<file path="src/rtl/alu_issue_stage.sv">
// ID/EX issue stage: holds one decoded instruction and presents forwarded ALU operands.
// Latency: 1 cycle from capture to out_valid when no hazard is present.
// Backpressure: in_ready drops while the entry is held by !out_ready or a load-use stall.
module alu_issue_stage #(
   parameter int XLEN  = 32,
   parameter int RADDR = 5
) (
   input  logic             clk,
   input  logic             rst,
   input  logic             flush,
   input  logic             in_valid,
   output logic             in_ready,
   input  logic [XLEN-1:0]  in_pc,
   input  logic [RADDR-1:0] in_rs1_addr,
   input  logic [RADDR-1:0] in_rs2_addr,
   input  logic [XLEN-1:0]  in_rs1_data,
   input  logic [XLEN-1:0]  in_rs2_data,
   input  logic [XLEN-1:0]  in_imm,
   input  logic             in_src_a,
   input  logic             in_src_b,
   input  logic [3:0]       in_alu_ctrl,
   input  logic [RADDR-1:0] in_rd_addr,
   input  logic             in_reg_write,
   input  logic             exm_valid,
   input  logic             exm_reg_write,
   input  logic             exm_is_load,
   input  logic [RADDR-1:0] exm_rd_addr,
   input  logic [XLEN-1:0]  exm_result,
   input  logic             wb_valid,
   input  logic             wb_reg_write,
   input  logic [RADDR-1:0] wb_rd_addr,
   input  logic [XLEN-1:0]  wb_data,
   output logic             out_valid,
   input  logic             out_ready,
   output logic [XLEN-1:0]  out_op_a,
   output logic [XLEN-1:0]  out_op_b,
   output logic [3:0]       out_alu_ctrl,
   output logic [XLEN-1:0]  out_store_data,
   output logic [XLEN-1:0]  out_pc,
   output logic [RADDR-1:0] out_rd_addr,
   output logic             out_reg_write,
   output logic             out_illegal
);

   typedef struct packed {
      logic [XLEN-1:0]  pc;
      logic [XLEN-1:0]  rs1_data;
      logic [XLEN-1:0]  rs2_data;
      logic [XLEN-1:0]  imm;
      logic [RADDR-1:0] rs1_addr;
      logic [RADDR-1:0] rs2_addr;
      logic [RADDR-1:0] rd_addr;
      logic             src_a;
      logic             src_b;
      logic [3:0]       alu_ctrl;
      logic             reg_write;
      logic             illegal;
   } entry_t;

   entry_t ent;
   entry_t cap;
   logic   v;

   logic wb_wr, exm_wr;
   logic cap_wb1, cap_wb2, hold_wb1, hold_wb2;
   logic fwd1, fwd2;
   logic load_hazard, capture, retire, code_ok;
   logic [XLEN-1:0] rs1_eff, rs2_eff;

   function automatic logic legal_code(input logic [3:0] c);
      case (c)
         4'b0000, 4'b1000, 4'b0001, 4'b0010, 4'b0011,
         4'b0100, 4'b0101, 4'b1101, 4'b0110, 4'b0111: legal_code = 1'b1;
         default:                                      legal_code = 1'b0;
      endcase
   endfunction

   // x0 never matches a bypass source, so all match terms exclude address 0.
   assign wb_wr    = wb_valid && wb_reg_write;
   assign exm_wr   = exm_valid && exm_reg_write;
   assign cap_wb1  = wb_wr && (in_rs1_addr != '0) && (wb_rd_addr == in_rs1_addr);
   assign cap_wb2  = wb_wr && (in_rs2_addr != '0) && (wb_rd_addr == in_rs2_addr);
   assign hold_wb1 = wb_wr && (ent.rs1_addr != '0) && (wb_rd_addr == ent.rs1_addr);
   assign hold_wb2 = wb_wr && (ent.rs2_addr != '0) && (wb_rd_addr == ent.rs2_addr);
   assign fwd1     = exm_wr && (ent.rs1_addr != '0) && (exm_rd_addr == ent.rs1_addr);
   assign fwd2     = exm_wr && (ent.rs2_addr != '0) && (exm_rd_addr == ent.rs2_addr);

   assign rs1_eff  = fwd1 ? exm_result : ent.rs1_data;
   assign rs2_eff  = fwd2 ? exm_result : ent.rs2_data;

   // rs2 always counts as used since it also feeds the store data path.
   assign load_hazard = exm_is_load && ((fwd1 && !ent.src_a) || fwd2);

   assign out_valid = v && !load_hazard;
   assign retire    = out_valid && out_ready;
   assign in_ready  = !v || retire;
   assign capture   = in_valid && in_ready;
   assign code_ok   = legal_code(in_alu_ctrl);

   // Build the entry to be captured, applying x0 zeroing, WB bypass and illegal-code squash.
   always_comb begin
      cap           = '0;
      cap.pc        = in_pc;
      cap.imm       = in_imm;
      cap.rs1_addr  = in_rs1_addr;
      cap.rs2_addr  = in_rs2_addr;
      cap.rd_addr   = in_rd_addr;
      cap.src_a     = in_src_a;
      cap.src_b     = in_src_b;
      cap.reg_write = in_reg_write;
      cap.alu_ctrl  = code_ok ? in_alu_ctrl : 4'b0000;
      cap.illegal   = !code_ok;
      if (in_rs1_addr == '0)
         cap.rs1_data = '0;
      else
         cap.rs1_data = cap_wb1 ? wb_data : in_rs1_data;
      if (in_rs2_addr == '0)
         cap.rs2_data = '0;
      else
         cap.rs2_data = cap_wb2 ? wb_data : in_rs2_data;
   end

   // Entry register: reset > flush > capture > retire > WB snoop while held.
   always_ff @(posedge clk) begin
      if (rst) begin
         v   <= 1'b0;
         ent <= '0;
      end else if (flush) begin
         v <= 1'b0;
      end else if (capture) begin
         v   <= 1'b1;
         ent <= cap;
      end else if (retire) begin
         v <= 1'b0;
      end else if (v) begin
         if (hold_wb1) ent.rs1_data <= wb_data;
         if (hold_wb2) ent.rs2_data <= wb_data;
      end
   end

   assign out_op_a       = ent.src_a ? ent.pc  : rs1_eff;
   assign out_op_b       = ent.src_b ? ent.imm : rs2_eff;
   assign out_store_data = rs2_eff;
   assign out_alu_ctrl   = ent.alu_ctrl;
   assign out_pc         = ent.pc;
   assign out_rd_addr    = ent.rd_addr;
   assign out_reg_write  = ent.reg_write && v;
   assign out_illegal    = ent.illegal && v;

endmodule

</file>
<file path="config.mk">
export PLATFORM = sky130hd
export DESIGN_NAME = alu_issue_stage
export DESIGN_NICKNAME = d
export VERILOG_FILES = /design/src/rtl/alu_issue_stage.sv
export SDC_FILE = /design/constraint.sdc
export NUM_CORES = 1
export LEC_CHECK = 0
export BUFFER_PORTS_ARGS = -buffer_cell sky130_fd_sc_hd__buf_2
export CAP_MARGIN = 15
export CORE_ASPECT_RATIO = 1.2
export CORE_MARGIN = 2
export CORE_UTILIZATION = 42
export DETAILED_ROUTE_END_ITERATION = 7
export PLACE_DENSITY = 0.74
export RECOVER_POWER = 25
export SLEW_MARGIN = 5
export SYNTH_ARGS = -nofsm -noshare
export SYNTH_HDL_FRONTEND = slang
export SYNTH_SLANG_ARGS = --single-unit
</file>
<file path="constraint.sdc">
create_clock -name clk -period 2.35 [get_ports clk]
set_input_delay 0.47 -clock clk [delete_from_list [all_inputs] [get_ports clk]]
set_output_delay 0.47 -clock clk [all_outputs]
set_load 0.02 [all_outputs]
</file>
# --- Word-level counts from Yosys, hierarchy flattened ---
# Memory sizes are Yosys's and may differ from the RTL's.
# Cells that the tools add are included.
totals:
  reg_bits: 152
  latchBits: 0
  ramBits: 0
  mem_bits_ro: 16
  input_bits: 234
  output_inout_bits: 141
  word_cells: 79
  memories: 1
mem_list:
  columns: ["memory", "depth", "word_bits", "rd", "rd_clocked_by_memory_dff", "wr", "line_no", "rtl"]
  rows:
  - ["(no name shown)", 16, 1, 1, 0, 0, "71", "case (c)"]
op_classes:
  add_sub_neg: 0
  multipliers: 0
  div_mod_pow: 0
  n_lt_le_gt_ge: 0
  n_eq_ne: 7
  shift: 0
  mux: 16
  bitwise: 1
  n_reduce_logical: 41
ops:
  columns: ["op", "n"]
  rows:
  - ["$mux 32", 10]
  - ["$mux 64", 3]
  - ["$eq 5x5->1", 6]
  - ["$logic_and 1x1->1", 21]
  - ["$reduce_bool 5->1", 4]
  - ["$logic_not 5->1", 2]
  - ["$reduce_and 4->1", 2]
  - ["$reduce_bool 2->1", 4]
  - ["$logic_not 1->1", 4]
  - ["$mux 4", 1]
  - ["$logic_or 1x1->1", 2]
  - ["$mux 1", 2]
  - ["$ne 2x2->1 const B", 1]
  - ["$reduce_and 2->1", 1]
  - ["$reduce_or 2->1", 1]
  - ["$not 1->1", 1]

# --- Longest topological paths before layout ---
logic_depth:
  ltp_word: 13
  ltp_mapped: 10
  depth_no_buf: 7

# --- Worst setup path before layout ---
# No wires, ideal clock.
synth_path:
  kind: "flip-flop to output port"
  startpoint: "reg ent[13] (netlist bit)"
  endpoint: "out out_op_b[23]"
  t_arrival_ns: 2.307
  required_ns: 1.880
  setup_slack_ns: -0.427
  path_stages_with_launch: 8
  path_buffers: 2
  path_cell_list: "dfxtp_1 -> or4_1 -> nor2_1 -> nor4_2 -> clkbuf_1 -> clkbuf_1 -> o21ai_0 -> mux2_2"
synth_between:
  elab_chain_len: 5
  word_cells_on_any_way: 6
  classes_between: "eq/ne: 1; mux: 2; reduce/logical: 3"
synth_rtl:
  columns: ["item", "line_no", "rtl"]
  rows:
  - ["start: declaration", "60", "entry_t ent;"]
  - ["start signal: assignment", "132", "ent <= cap;"]
  - ["$reduce_bool 5->1", "86", "assign fwd2 = exm_wr && (ent.rs2_addr != '0) && (exm_rd_addr == ent.rs2_addr);"]
  - ["$logic_and 1x1->1", "86", null]
  - ["$logic_and 1x1->1 *", "86", null]
  - ["$mux 32 *", "89", "assign rs2_eff = fwd2 ? exm_result : ent.rs2_data;"]
  - ["via out_store_data[23]", "38", "output logic [XLEN-1:0] out_store_data,"]
  - ["$mux 32 *", "142", "assign out_op_b = ent.src_b ? ent.imm : rs2_eff;"]
  - ["end: declaration", "36", "output logic [XLEN-1:0] out_op_b,"]
# Mark *: on every way through the listed nets, which the timed path passes. The rest lies on a longest branch.

# --- Worst setup path after layout ---
layout_path:
  startpoint: "reg ent[18] (netlist bit)"
  endpoint: "out out_op_a[12]"
layout_between:
  elab_chain_len: 5
  word_cells_on_any_way: 6
  classes_between: "eq/ne: 1; mux: 2; reduce/logical: 3"
layout_rtl:
  columns: ["item", "line_no", "rtl"]
  rows:
  - ["$reduce_bool 5->1", "85", "assign fwd1 = exm_wr && (ent.rs1_addr != '0) && (exm_rd_addr == ent.rs1_addr);"]
  - ["$logic_and 1x1->1", "85", null]
  - ["$logic_and 1x1->1 *", "85", null]
  - ["$mux 32 *", "88", "assign rs1_eff = fwd1 ? exm_result : ent.rs1_data;"]
  - ["$mux 32 *", "141", "assign out_op_a = ent.src_a ? ent.pc : rs1_eff;"]
  - ["end: declaration", "35", "output logic [XLEN-1:0] out_op_a,"]
# Every way passes the cells marked *; elsewhere a longest branch is shown, timed or not.

==> flow_metrics.py <==
metrics = {
    "outcome": {
        "outcome": "finished, violations left",
        "violations": "setup timing",
    },
    "synth": {
        "async_flop_share": 0,
        "synth.most_common_cell": "nand2_1",
        "synthCells": 1226,
        "synth_common_cells": "nand2_1, a21oi_1, dfxtp_1, inv_1, clkbuf_1",
        "avgSynthCellArea_um2": 7.41,
        "ys_ff_latch": 152,
        "synth_top_area_frac": 0.335,
        "ys_types": 38,
        "postSynthNetCount": 1460,
        "synth_top_area_cell": "dfxtp_1",
        "ys.flop_type": "dfxtp_1",
        "yosysWarnings": 0,
        "syn-cell-area_mm2": 0.00909,
        "synth_edf_count": 0,
        "yosysSeqAreaShare": 0.335,
        "yosys-top-cells-area": "dfxtp_1, a21oi_1, nand2_1",
    },
    "pwr": {
        "power.density_cell_area_mw_per_mm2": 489,
        "p_sw_frac": 0.338,
        "p_int_uw": 5680,
        "p_leak_uw": 0.00744,
        "clock_power_share": 0.354,
        "pwr-share-comb": 0.310,
        "pwr-share-seq": 0.336,
        "p_switching_uw": 2910,
        "vdd_ir_drop_max_uv": 562,
    },
    "layout": {
        "syn_to_final_growth_pct": 93.2,
        "fill_cells": 1100,
        "final_util": 0.831,
        "fin_area_mm2": 0.0176,
        "multi_input_area_mm2": 0.00812,
        "seqCellArea_mm2": 0.00305,
        "nNetsFinal": 1881,
        "final_layout_size_suffix_gt1_frac": 0.660,
    },
    "sta": {
        "tightest_slew_ns": 0.749,
        "fmax_mhz": 331,
        "setup_viol_count_final": 249,
        "hold_viol_final": 0,
        "fin_worst_skew_ns": 0.0120,
        "fin_crit_ns": 3.02,
        "relSlewSlack": 0.501,
        "finalCritPeriodShare": 1.29,
        "fin_ws_ns": -0.671,
        "drv_slew": 0,
        "grt_setup_unrepaired": "true",
        "tns_ns": -132.64,
        "worst_hold_slack_ns": 0.263,
    },
    "critical_path": {
        "cp-startpoint": "ent[18]$_SDFFE_PP0P_",
        "r2r_start": "ent[16]$_SDFFE_PP0P_",
        "cp-end-kind": "output pin",
        "critPathArrivalTime_ns": 2.55,
        "worstPathRequired_ns": 1.88,
        "cp-start-kind": "flop",
        "cp_max_fo": 5,
        "path_class": "flop to output pin",
    },
    "cts": {
        "cts_tree": "built",
        "ctsRootBufferMaster": "clkbuf_16",
        "clock_latency_ns": 0.44,
        "postCtsHoldBufs": 0,
        "htree_num_levels": 4,
        "clkSlewWorstSetupHoldPaths_ns": 0.07,
        "clock-sinks": 152,
        "cts_buffer_depth": 2,
        "cts_buffers": 17,
    },
    "detailed_routing": {
        "drcViolationCount": 0,
        "via_per_inst": 6.34,
        "routed_wl_um": 51400,
        "firstDrtPassIters": 6,
        "postRouteAntennaNets": 0,
        "drt_first_iter_violations": 1285,
        "wire_per_inst_um": 26.6,
        "vias": 12300,
    },
    "place": {
        "hpwl_um": 26100,
        "dp_slack_ns": -0.370,
        "place_congestion": 0.926,
        "place_area_mm2": 0.0122,
        "io_buffers": 374,
    },
    "global_routing": {
        "antenna_found_initial": 4,
        "grt_max_degree": 66,
        "grt.overflow.total": 0,
        "grt_usage": 0.346,
        "grt_pass1_vias": 11100,
        "grt_pass1_wl_um": 61600,
    },
    "floorplanning": {
        "pin_count": 375,
        "die_area_mm2": 0.0228,
        "coreArea_mm2": 0.0211,
        "rows": 58,
        "initial_utilization": 0.430,
        "die_h_um": 165,
        "die_x_um": 138,
    },
    "worst_hold_path": {
        "hold_class": "primary input to flop",
        "hp-start": "in_imm[8]",
    },
    "run": {
        "drv_cap": 0,
    },
}
placed cells by master, fill, tap and decap left out, types with 4 or more instances in the layout:
cell type    n
a21oi_1     88
and2_1       4
buf_12      43
a22oi_1     23
a22oi_2     39
dfxtp_2      5
inv_1       69
mux2i_2     11
nor3_1       4
buf_8       17
mux2i_4     14
o31ai_4     28
nor2_1       5
nand2_4    113
and3_1      62
a21oi_2    126
buf_16      14
o31ai_1     18
buf_6      142
o21ai_4     31
clkbuf_16   31
nand2_2     39
nand3_4      4
dfxtp_1    146
xor2_1      17
clkbuf_1    11
xnor2_1      8
mux2_4      32
mux2i_1      9
o21ai_2     34
clkinv_4     4
nand2_1     86
buf_4       45
o31ai_2     18
buf_2      264
final cells by class:
type | instances | share of cell area
diodes | 2 | 0.000285
clock buffers | 18 | 0.0250
clock inverters | 14 | 0.0107
inverters | 69 | 0.0148
multi-input cells | 857 | 0.463
flip-flops and latches | 152 | 0.174
well taps | 270 | 0.0192
repair buffers | 550 | 0.293
critical path: stages (launching register included):
cell and delay, ns:
dfxtp_2 0.32, or4_4 0.56, o2111ai_4 0.20, and3b_4 0.31
buf_12 0.19, mux2i_4 0.20, o21ai_2 0.19, buf_6 0.15
power groups by stage:
stage	clock [µW]	combinational (µW)	sequential (µW)
5_1_grt	3160	2750	2890
6_report	3040	2660	2880
4_1_cts	3010	2060	2830
2_1_floorplan	0	1030	2840
3_5_place_dp	0	1680	2870
3_3_place_gp	0	1660	2870
state kept, by name (all words and copies together) (netlist names):
name,count
v,1
ent,110
out_pc,32
out_rd_addr,5
out_alu_ctrl,4
worst paths after layout:
kind	endpoint	slack, ns	cells after the start
setup reg to reg	out_pc[4]$_SDFFE_PP0P_	-0.66	14
hold / removal	ent[31]$_SDFFE_PP0P_	0.26	3
setup / recovery	out_op_a[12]	-0.67	7
hold reg to reg	ent[31]$_SDFFE_PP0P_	0.47	2
per-stage QoR:
step,total power [µW],std cells
5_1_grt,8810,1932
4_1_cts,7900,1901
3_5_place_dp,4550,1819
3_3_place_gp,4530,1819
6_report,8580,1932
2_1_floorplan,3870,1226
cells by family after synthesis:
logic type      share of synthesized area
mux                                0.0771
flops                               0.335
buf+inv                             0.117
compound gates                      0.273
xor+xnor                           0.0279
simple gates                        0.171
metal layers:
layer,vias up,global-route usage,routed length [µm]
met5,-,0,11
met4,2,0.177,4280
met3,320,0.0608,4770
met2,1034,0.629,25000
met1,5800,0.391,17300
li1,5102,-,-
timing repair:
item,in CTS,in global routing
resized for setup,407,482
pin swaps,65,210
cloned,21,23
setup endpoints to repair,249,250
hold endpoints to repair,0,0
buffers inserted,34,23
Power figures use the tool's default switching activity.
